===== src/rtl/clk_ratio_detector_if.sv =====
// Signal bundle between a divided-clock source and clk_ratio_detector.
// master: the side that produces divClk and observes the measurement results.
// slave : the detector itself.
interface clk_ratio_detector_if #(
  parameter int CNT_W = 13
);
  logic             divClk;
  logic [3:0]       nOut;
  logic             locked;
  logic [CNT_W-1:0] periodOut;
  logic             measErr;
  logic             timeout;

  modport master (
    output divClk,
    input  nOut, locked, periodOut, measErr, timeout
  );

  modport slave (
    input  divClk,
    output nOut, locked, periodOut, measErr, timeout
  );
endinterface


===== src/rtl/clk_ratio_detector.sv =====
// clk_ratio_detector: recovers the exponent n of a divided clock
// divClk = inClk / 2^n by counting inClk cycles between rising edges of the
// synchronised divClk. Locks after LOCK_COUNT consecutive equal legal periods,
// pulses measErr on malformed periods and raises timeout on dropout.
//
// Optional feature, enabled by defining CLK_RATIO_DUTY_CHECK_EN: the high
// time of each divClk period is also counted and a period whose high time is
// not exactly half of it is rejected as illegal.
module clk_ratio_detector #(
  parameter int MAX_N      = 11,
  parameter int LOCK_COUNT = 4,
  parameter int CNT_W      = 13,
  parameter int TIMEOUT    = 4096
) (
  input  logic inClk,
  input  logic reset,
  clk_ratio_detector_if.slave bus
);

  localparam int               MW        = $clog2(LOCK_COUNT + 1);
  localparam logic [CNT_W-1:0] TIMEOUT_C = CNT_W'(TIMEOUT);
  localparam logic [MW-1:0]    LOCK_C    = MW'(LOCK_COUNT);

  typedef enum logic [1:0] {
    IDLE    = 2'd0,
    MEASURE = 2'd1,
    LOCKED  = 2'd2
  } stateT;

  // Synchroniser / edge detector
  logic sync1, sync2, prev;
  logic edgeDet;

  // Period measurement
  logic [CNT_W-1:0] periodCnt;
  logic             cntAtTimeout;
  logic [MAX_N:1]   powHit;
  logic [3:0]       candN;
  logic             dutyOk;
  logic             measLegal;

  // FSM and output registers
  stateT            stateReg, stateNext;
  logic [MW-1:0]    matchCntReg, matchCntNext;
  logic [3:0]       lastNReg, lastNNext;
  logic [3:0]       nOutReg, nOutNext;
  logic             lockedReg, lockedNext;
  logic             timeoutReg, timeoutNext;
  logic             measErrReg, measErrNext;
  logic [CNT_W-1:0] periodOutReg, periodOutNext;

  // Two-flop synchroniser followed by a delay flop for rising-edge detection
  always_ff @(posedge inClk or posedge reset) begin
    if (reset) begin
      sync1 <= 1'b0;
      sync2 <= 1'b0;
      prev  <= 1'b0;
    end else begin
      sync1 <= bus.divClk;
      sync2 <= sync1;
      prev  <= sync2;
    end
  end

  assign edgeDet = sync2 & ~prev;

  // Period counter: restarts at 1 on every edge, saturates at TIMEOUT so the
  // value seen on an edge is exactly the number of cycles since the last one
  always_ff @(posedge inClk or posedge reset) begin
    if (reset) begin
      periodCnt <= '0;
    end else if (edgeDet) begin
      periodCnt <= CNT_W'(1);
    end else if (!cntAtTimeout) begin
      periodCnt <= periodCnt + CNT_W'(1);
    end
  end

  assign cntAtTimeout = (periodCnt == TIMEOUT_C);

  // One comparator per recognised exponent; a legal period hits exactly one.
  // Covering only 2^1..2^MAX_N also rejects 1, non-powers and oversize values.
  generate
    for (genvar gi = 1; gi <= MAX_N; gi++) begin : gPow
      assign powHit[gi] = (periodCnt == CNT_W'(1 << gi));
    end
  endgenerate

  // Encode the hit position as the candidate exponent
  always_comb begin
    candN = '0;
    for (int i = 1; i <= MAX_N; i++) begin
      if (powHit[i]) candN = 4'(i);
    end
  end

`ifdef CLK_RATIO_DUTY_CHECK_EN
  logic [CNT_W-1:0] highCnt;

  // High-time counter: starts at 1 on the edge cycle and counts while the
  // synchronised clock stays high, so at the next edge it holds the high time
  always_ff @(posedge inClk or posedge reset) begin
    if (reset) begin
      highCnt <= '0;
    end else if (edgeDet) begin
      highCnt <= CNT_W'(1);
    end else if (sync2 && prev && (highCnt != {CNT_W{1'b1}})) begin
      highCnt <= highCnt + CNT_W'(1);
    end
  end

  assign dutyOk = (highCnt == (periodCnt >> 1));
`else
  assign dutyOk = 1'b1;
`endif

  assign measLegal = (|powHit) & dutyOk;

  // FSM state and result registers
  always_ff @(posedge inClk or posedge reset) begin
    if (reset) begin
      stateReg     <= IDLE;
      matchCntReg  <= '0;
      lastNReg     <= '0;
      nOutReg      <= '0;
      lockedReg    <= 1'b0;
      timeoutReg   <= 1'b0;
      measErrReg   <= 1'b0;
      periodOutReg <= '0;
    end else begin
      stateReg     <= stateNext;
      matchCntReg  <= matchCntNext;
      lastNReg     <= lastNNext;
      nOutReg      <= nOutNext;
      lockedReg    <= lockedNext;
      timeoutReg   <= timeoutNext;
      measErrReg   <= measErrNext;
      periodOutReg <= periodOutNext;
    end
  end

  // Next-state logic: every edge outside IDLE is one measurement
  always_comb begin
    stateNext     = stateReg;
    matchCntNext  = matchCntReg;
    lastNNext     = lastNReg;
    nOutNext      = nOutReg;
    lockedNext    = lockedReg;
    timeoutNext   = timeoutReg;
    measErrNext   = 1'b0;
    periodOutNext = periodOutReg;

    case (stateReg)
      IDLE: begin
        // First edge only gives a reference point; nothing is measured
        if (edgeDet) begin
          timeoutNext = 1'b0;
          stateNext   = MEASURE;
        end
      end

      MEASURE, LOCKED: begin
        if (edgeDet) begin
          // An edge wins over a simultaneous timeout; m = TIMEOUT is illegal
          periodOutNext = periodCnt;
          if (!measLegal) begin
            measErrNext  = 1'b1;
            matchCntNext = '0;
            lockedNext   = 1'b0;
            stateNext    = MEASURE;
          end else begin
            if (candN == lastNReg) begin
              if (matchCntReg != LOCK_C) matchCntNext = matchCntReg + MW'(1);
            end else begin
              // New rate: restart the run, keep the stale nOut until relock
              lastNNext    = candN;
              matchCntNext = MW'(1);
              lockedNext   = 1'b0;
              stateNext    = MEASURE;
            end
            if (matchCntNext == LOCK_C) begin
              nOutNext   = lastNNext;
              lockedNext = 1'b1;
              stateNext  = LOCKED;
            end
          end
        end else if (cntAtTimeout) begin
          timeoutNext  = 1'b1;
          lockedNext   = 1'b0;
          matchCntNext = '0;
          stateNext    = IDLE;
        end
      end

      default: stateNext = IDLE;
    endcase
  end

  assign bus.nOut      = nOutReg;
  assign bus.locked    = lockedReg;
  assign bus.periodOut = periodOutReg;
  assign bus.measErr   = measErrReg;
  assign bus.timeout   = timeoutReg;

endmodule

===== src/flat_wrapper.sv =====
// flat-port wrapper written by rule: the top's interface ports become plain ports
module clk_ratio_detector_flat 
#(
  parameter int MAX_N      = 11,
  parameter int LOCK_COUNT = 4,
  parameter int CNT_W      = 13,
  parameter int TIMEOUT    = 4096
)
  (inClk, reset, bus_divClk, bus_nOut, bus_locked, bus_periodOut, bus_measErr, bus_timeout);
  clk_ratio_detector_if #(.CNT_W(CNT_W)) bus_i ();
  input  logic inClk;
  input  logic reset;
  input wire logic [$bits(bus_i.divClk)-1:0] bus_divClk;
  output wire logic [$bits(bus_i.nOut)-1:0] bus_nOut;
  output wire logic [$bits(bus_i.locked)-1:0] bus_locked;
  output wire logic [$bits(bus_i.periodOut)-1:0] bus_periodOut;
  output wire logic [$bits(bus_i.measErr)-1:0] bus_measErr;
  output wire logic [$bits(bus_i.timeout)-1:0] bus_timeout;
  assign bus_i.divClk = bus_divClk;
  assign bus_nOut = bus_i.nOut;
  assign bus_locked = bus_i.locked;
  assign bus_periodOut = bus_i.periodOut;
  assign bus_measErr = bus_i.measErr;
  assign bus_timeout = bus_i.timeout;
  clk_ratio_detector #(.MAX_N(MAX_N), .LOCK_COUNT(LOCK_COUNT), .CNT_W(CNT_W), .TIMEOUT(TIMEOUT)) u_core (.inClk(inClk), .reset(reset), .bus(bus_i));
endmodule

===== config.mk =====
export PLATFORM = sky130hd
export DESIGN_NAME = clk_ratio_detector_flat
export DESIGN_NICKNAME = d
export VERILOG_FILES = /design/src/rtl/clk_ratio_detector_if.sv /design/src/rtl/clk_ratio_detector.sv /design/src/flat_wrapper.sv
export SDC_FILE = /design/constraint.sdc
export NUM_CORES = 1
export LEC_CHECK = 0
export CAP_MARGIN = 40
export CORE_UTILIZATION = 57
export CTS_BUF_LIST = sky130_fd_sc_hd__clkbuf_4 sky130_fd_sc_hd__clkbuf_8 sky130_fd_sc_hd__clkbuf_16
export CTS_CLUSTER_DIAMETER = 60
export DETAILED_ROUTE_END_ITERATION = 12
export PLACE_DENSITY = 0.87
export SLEW_MARGIN = 10
export SYNTH_ARGS = -nofsm -noshare
export SYNTH_HDL_FRONTEND = slang
export SYNTH_SLANG_ARGS = --single-unit

===== constraint.sdc =====
create_clock -name inClk -period 3.7 [get_ports inClk]
set_clock_uncertainty 0.15 [all_clocks]
set_input_delay 0.37 -clock inClk [delete_from_list [all_inputs] [get_ports inClk]]
set_output_delay 0.37 -clock inClk [all_outputs]
set_load 0.01 [all_outputs]

==> flow_summary.yaml <==
timing:
  worst_pin_slew_ps: 667.1
  tns_ps: 0
  post-route-period-util_pct: 90.64
  fmax_mhz: 298.2
  hold_viol: 0
  rsz0062_at_grt: "no"
  setup_viol: 0
  slew_viol_final: 0
  fin_ws_ps: 346.2
  period_minus_slack_ps: 3354
  maxSlewHeadroom_pct: 55.44
setup_path:
  arrival_ps: 3400
  cp_max_fo: 6
  critPathCaptureType: "register"
  criticalPathCategory: "reg2reg"
  cp.required_ps: 3740
  startpoint_type: "register"
power_and_ir_drop:
  power_density_mw_per_mm2: 496.1
  p_comb_share_pct: 28.0
  peakVddDrop_mv: 0.4955
  power_switching_mw: 0.4536
  seq_power_share_pct: 44.2
  power.internal_mw: 0.9444
  power.leakage_nw: 1.273
  power.share.clock_pct: 27.9
  swShare_pct: 32.45
grt:
  grt_pass1_wl_um: 7872
  grt_usage_pct: 23.98
  grt_antenna_before_repair: 0
  grt-ovfl-total: 0
  grt_max_degree: 46
  grt_pass1_vias: 1743
cts:
  cts_buffers: 5
  cts_buffer_depth: 2
  clock_latency_ps: 320
  cts.sinks: 45
  cts_tree: "built"
  cts_hold_buf: 0
  root_buffer: "clkbuf_8"
  cts_resized: 0
  cts.htree.levels: 2
  clkSlewWorstSetupHoldPaths_ps: 90
  cts_setup_buffers: 0
placement:
  numPortBuffers: 22
  routabilityCongestion: 0.7985
  hpwlAfterDp_um: 3198
  pre_cts_ws_ps: 381.4
detailed_routing:
  vias_per_cell: 5.881
  first_pass_iters: 4
  drc: 0
  first_iter_violations: 134
  dr_total_vias: 1835
  detail_route.wl_per_cell_um: 15.32
  wirelength_um: 4779
  ant_nets: 0
floorplan:
  core_mm2: 0.004058
  start_util_pct: 60.62
  die_w_um: 67.69
  ioPinCount: 23
  dieArea_mm2: 0.004582
  die_height_um: 67.69
  fp-row-count: 23
synth:
  ys.warnings.count: 0
  synth-seq-area-share_pct: 45.78
  synth_commonest_cells: "dfrtp_1, nor2_1, nand2_1"
  yosys.cell_types.count: 47
  synth_most_common_cell: "dfrtp_1"
  synth-edff-count: 0
  synth_largest_area_cell: "dfrtp_1"
  synth_ff_type: "dfrtp_1"
  syn_area_mm2: 0.002460
  synth_area_per_cell_um2: 10.12
  ys_ff_latch: 45
  syn_inst: 243
  synthArstFlopShare_pct: 100.0
  synth_nets: 253
  ys_top_cells_by_area: "dfrtp_1, mux2_2, nor2_1"
  yosysTopAreaCellShare_pct: 45.78
layout:
  nNetsFinal: 271
  drive_above_1_share_pct: 15.65
  n_antenna_cell: 0
  syn_to_final_growth_pct: 14.55
worst_hold_path:
  min_path_type: "reg2reg"
status:
  status: "finished clean"
flow_run:
  cap_violations: 0
==> path summary, 6_finish.rpt <==
path | from | to | slack (ps) | depth (start not counted)
min in group asynchronous | reset | u_core.bus.periodOut[4] | 340 | 3
max in group asynchronous | reset | u_core.bus.nOut[3] | 2680 | 3
worst max register to register | u_core.periodCnt[0] | u_core.bus.nOut[3] | 350 | 9
worst min register to register | u_core.sync1 | u_core.sync2 | 200 | 0
worst max-delay path | u_core.periodCnt[0] | u_core.bus.nOut[3] | 350 | 9
worst min-delay path | u_core.sync1 | u_core.sync2 | 200 | 0
==> power groups by stage <==
stage | Sequential [mW] | Clock [mW] | Combinational, mW
after floorplan | 0.604 | 0 | 0.297
after global placement | 0.625 | 0 | 0.375
after detailed placement | 0.628 | 0 | 0.386
after CTS | 0.618 | 0.399 | 0.390
after global routing | 0.632 | 0.417 | 0.430
final | 0.617 | 0.390 | 0.391
==> logic make-up (layout without fill, tap and decap cells) <==
kind of cell | Yosys count | in the layout | share of synthesized area (%)
AND/OR/NAND/NOR | 93 | 93 | 21.21
flip-flops | 45 | 45 | 45.78
AO/OA/AOI/OAI | 40 | 40 | 10.73
buffers and inverters | 24 | 43 | 4.120
multiplexers | 19 | 19 | 9.257
XOR/XNOR | 15 | 15 | 5.341
adder cells (fa/ha/maj) | 7 | 7 | 3.560
==> routing by layer <==
| layer | part of all wire (%) | up-vias | global-route usage [%] |
|---|---|---|---|
| met5 | 0 | - | 0 |
| met3 | 4.1 | 10 | 6.757 |
| met4 | 1.9 | 0 | 10.11 |
| met1 | 44 | 895 | 28.73 |
| li1 | - | 888 | - |
| met2 | 50 | 42 | 39.98 |
==> worst max-delay path, cell delays in order, from the launching register on <==
cell and delay, ps:
dfrtp_1 430, inv_1 110, ha_1 210, or4b_4 510
or4b_4 540, a21oi_4 150, o21ai_2 100, and2_4 160
or4b_4 550, mux2_4 320
==> area by class of cell <==
class,instances,area [um2]
Fill cell,302,1240
Multi-Input combinational cell,174,1232
Sequential cell,45,1126
Timing Repair Buffer,25,242.7
Clock buffer,5,68.82
Tap cell,50,62.56
Clock inverter,3,47.55
Inverter,10,37.54
==> cell usage in the layout (no fill, tap or decap), types with 3 or more instances in the layout <==
master           netlist  final
mux2_4                 4      4
o21ai_0               12     12
or4b_4                 3      3
nor4b_1                7      7
dfrtp_1               45     45
inv_1                 10      9
or2_2                  3      3
nand2_1               15     15
nor3_1                 4      4
xor2_1                11     11
nor2_1                26     26
a21oi_1               13     13
xnor2_1                4      4
mux2_2                14     14
buf_4                  0      3
clkdlybuf4s50_1        0     22
nand3b_1               3      3
or4_1                  3      3
ha_1                   7      7
or3_1                  5      5
clkbuf_8               0      5
nand3_1                9      9
==> metrics by stage <==
step	instances	power [mW]	utilization [%]	instance area, um2	hold WS [ps]
floorplan	243	0.9002	-	2460	181.2
global placement	304	0.9996	66.57	2701	181.5
detailed placement	304	1.013	66.57	2701	185.6
CTS	312	1.407	69.44	2818	206.5
global route	312	1.479	69.44	2818	214.9
finish	312	1.398	69.44	2818	202.8
==> sequential cells by signal, indices dropped and copies added, names as in the netlist <==
signal / count
u_core.matchCntReg: 3
u_core.stateReg: 2
u_core.sync1: 1
u_core.lastNReg: 4
u_core.bus.nOut: 4
u_core.bus.measErr: 1
u_core.bus.timeout: 1
u_core.bus.locked: 1
u_core.bus.periodOut: 13
u_core.sync2: 1
u_core.periodCnt: 13
u_core.prev: 1
No activity file was read; power rests on OpenSTA's default activity.
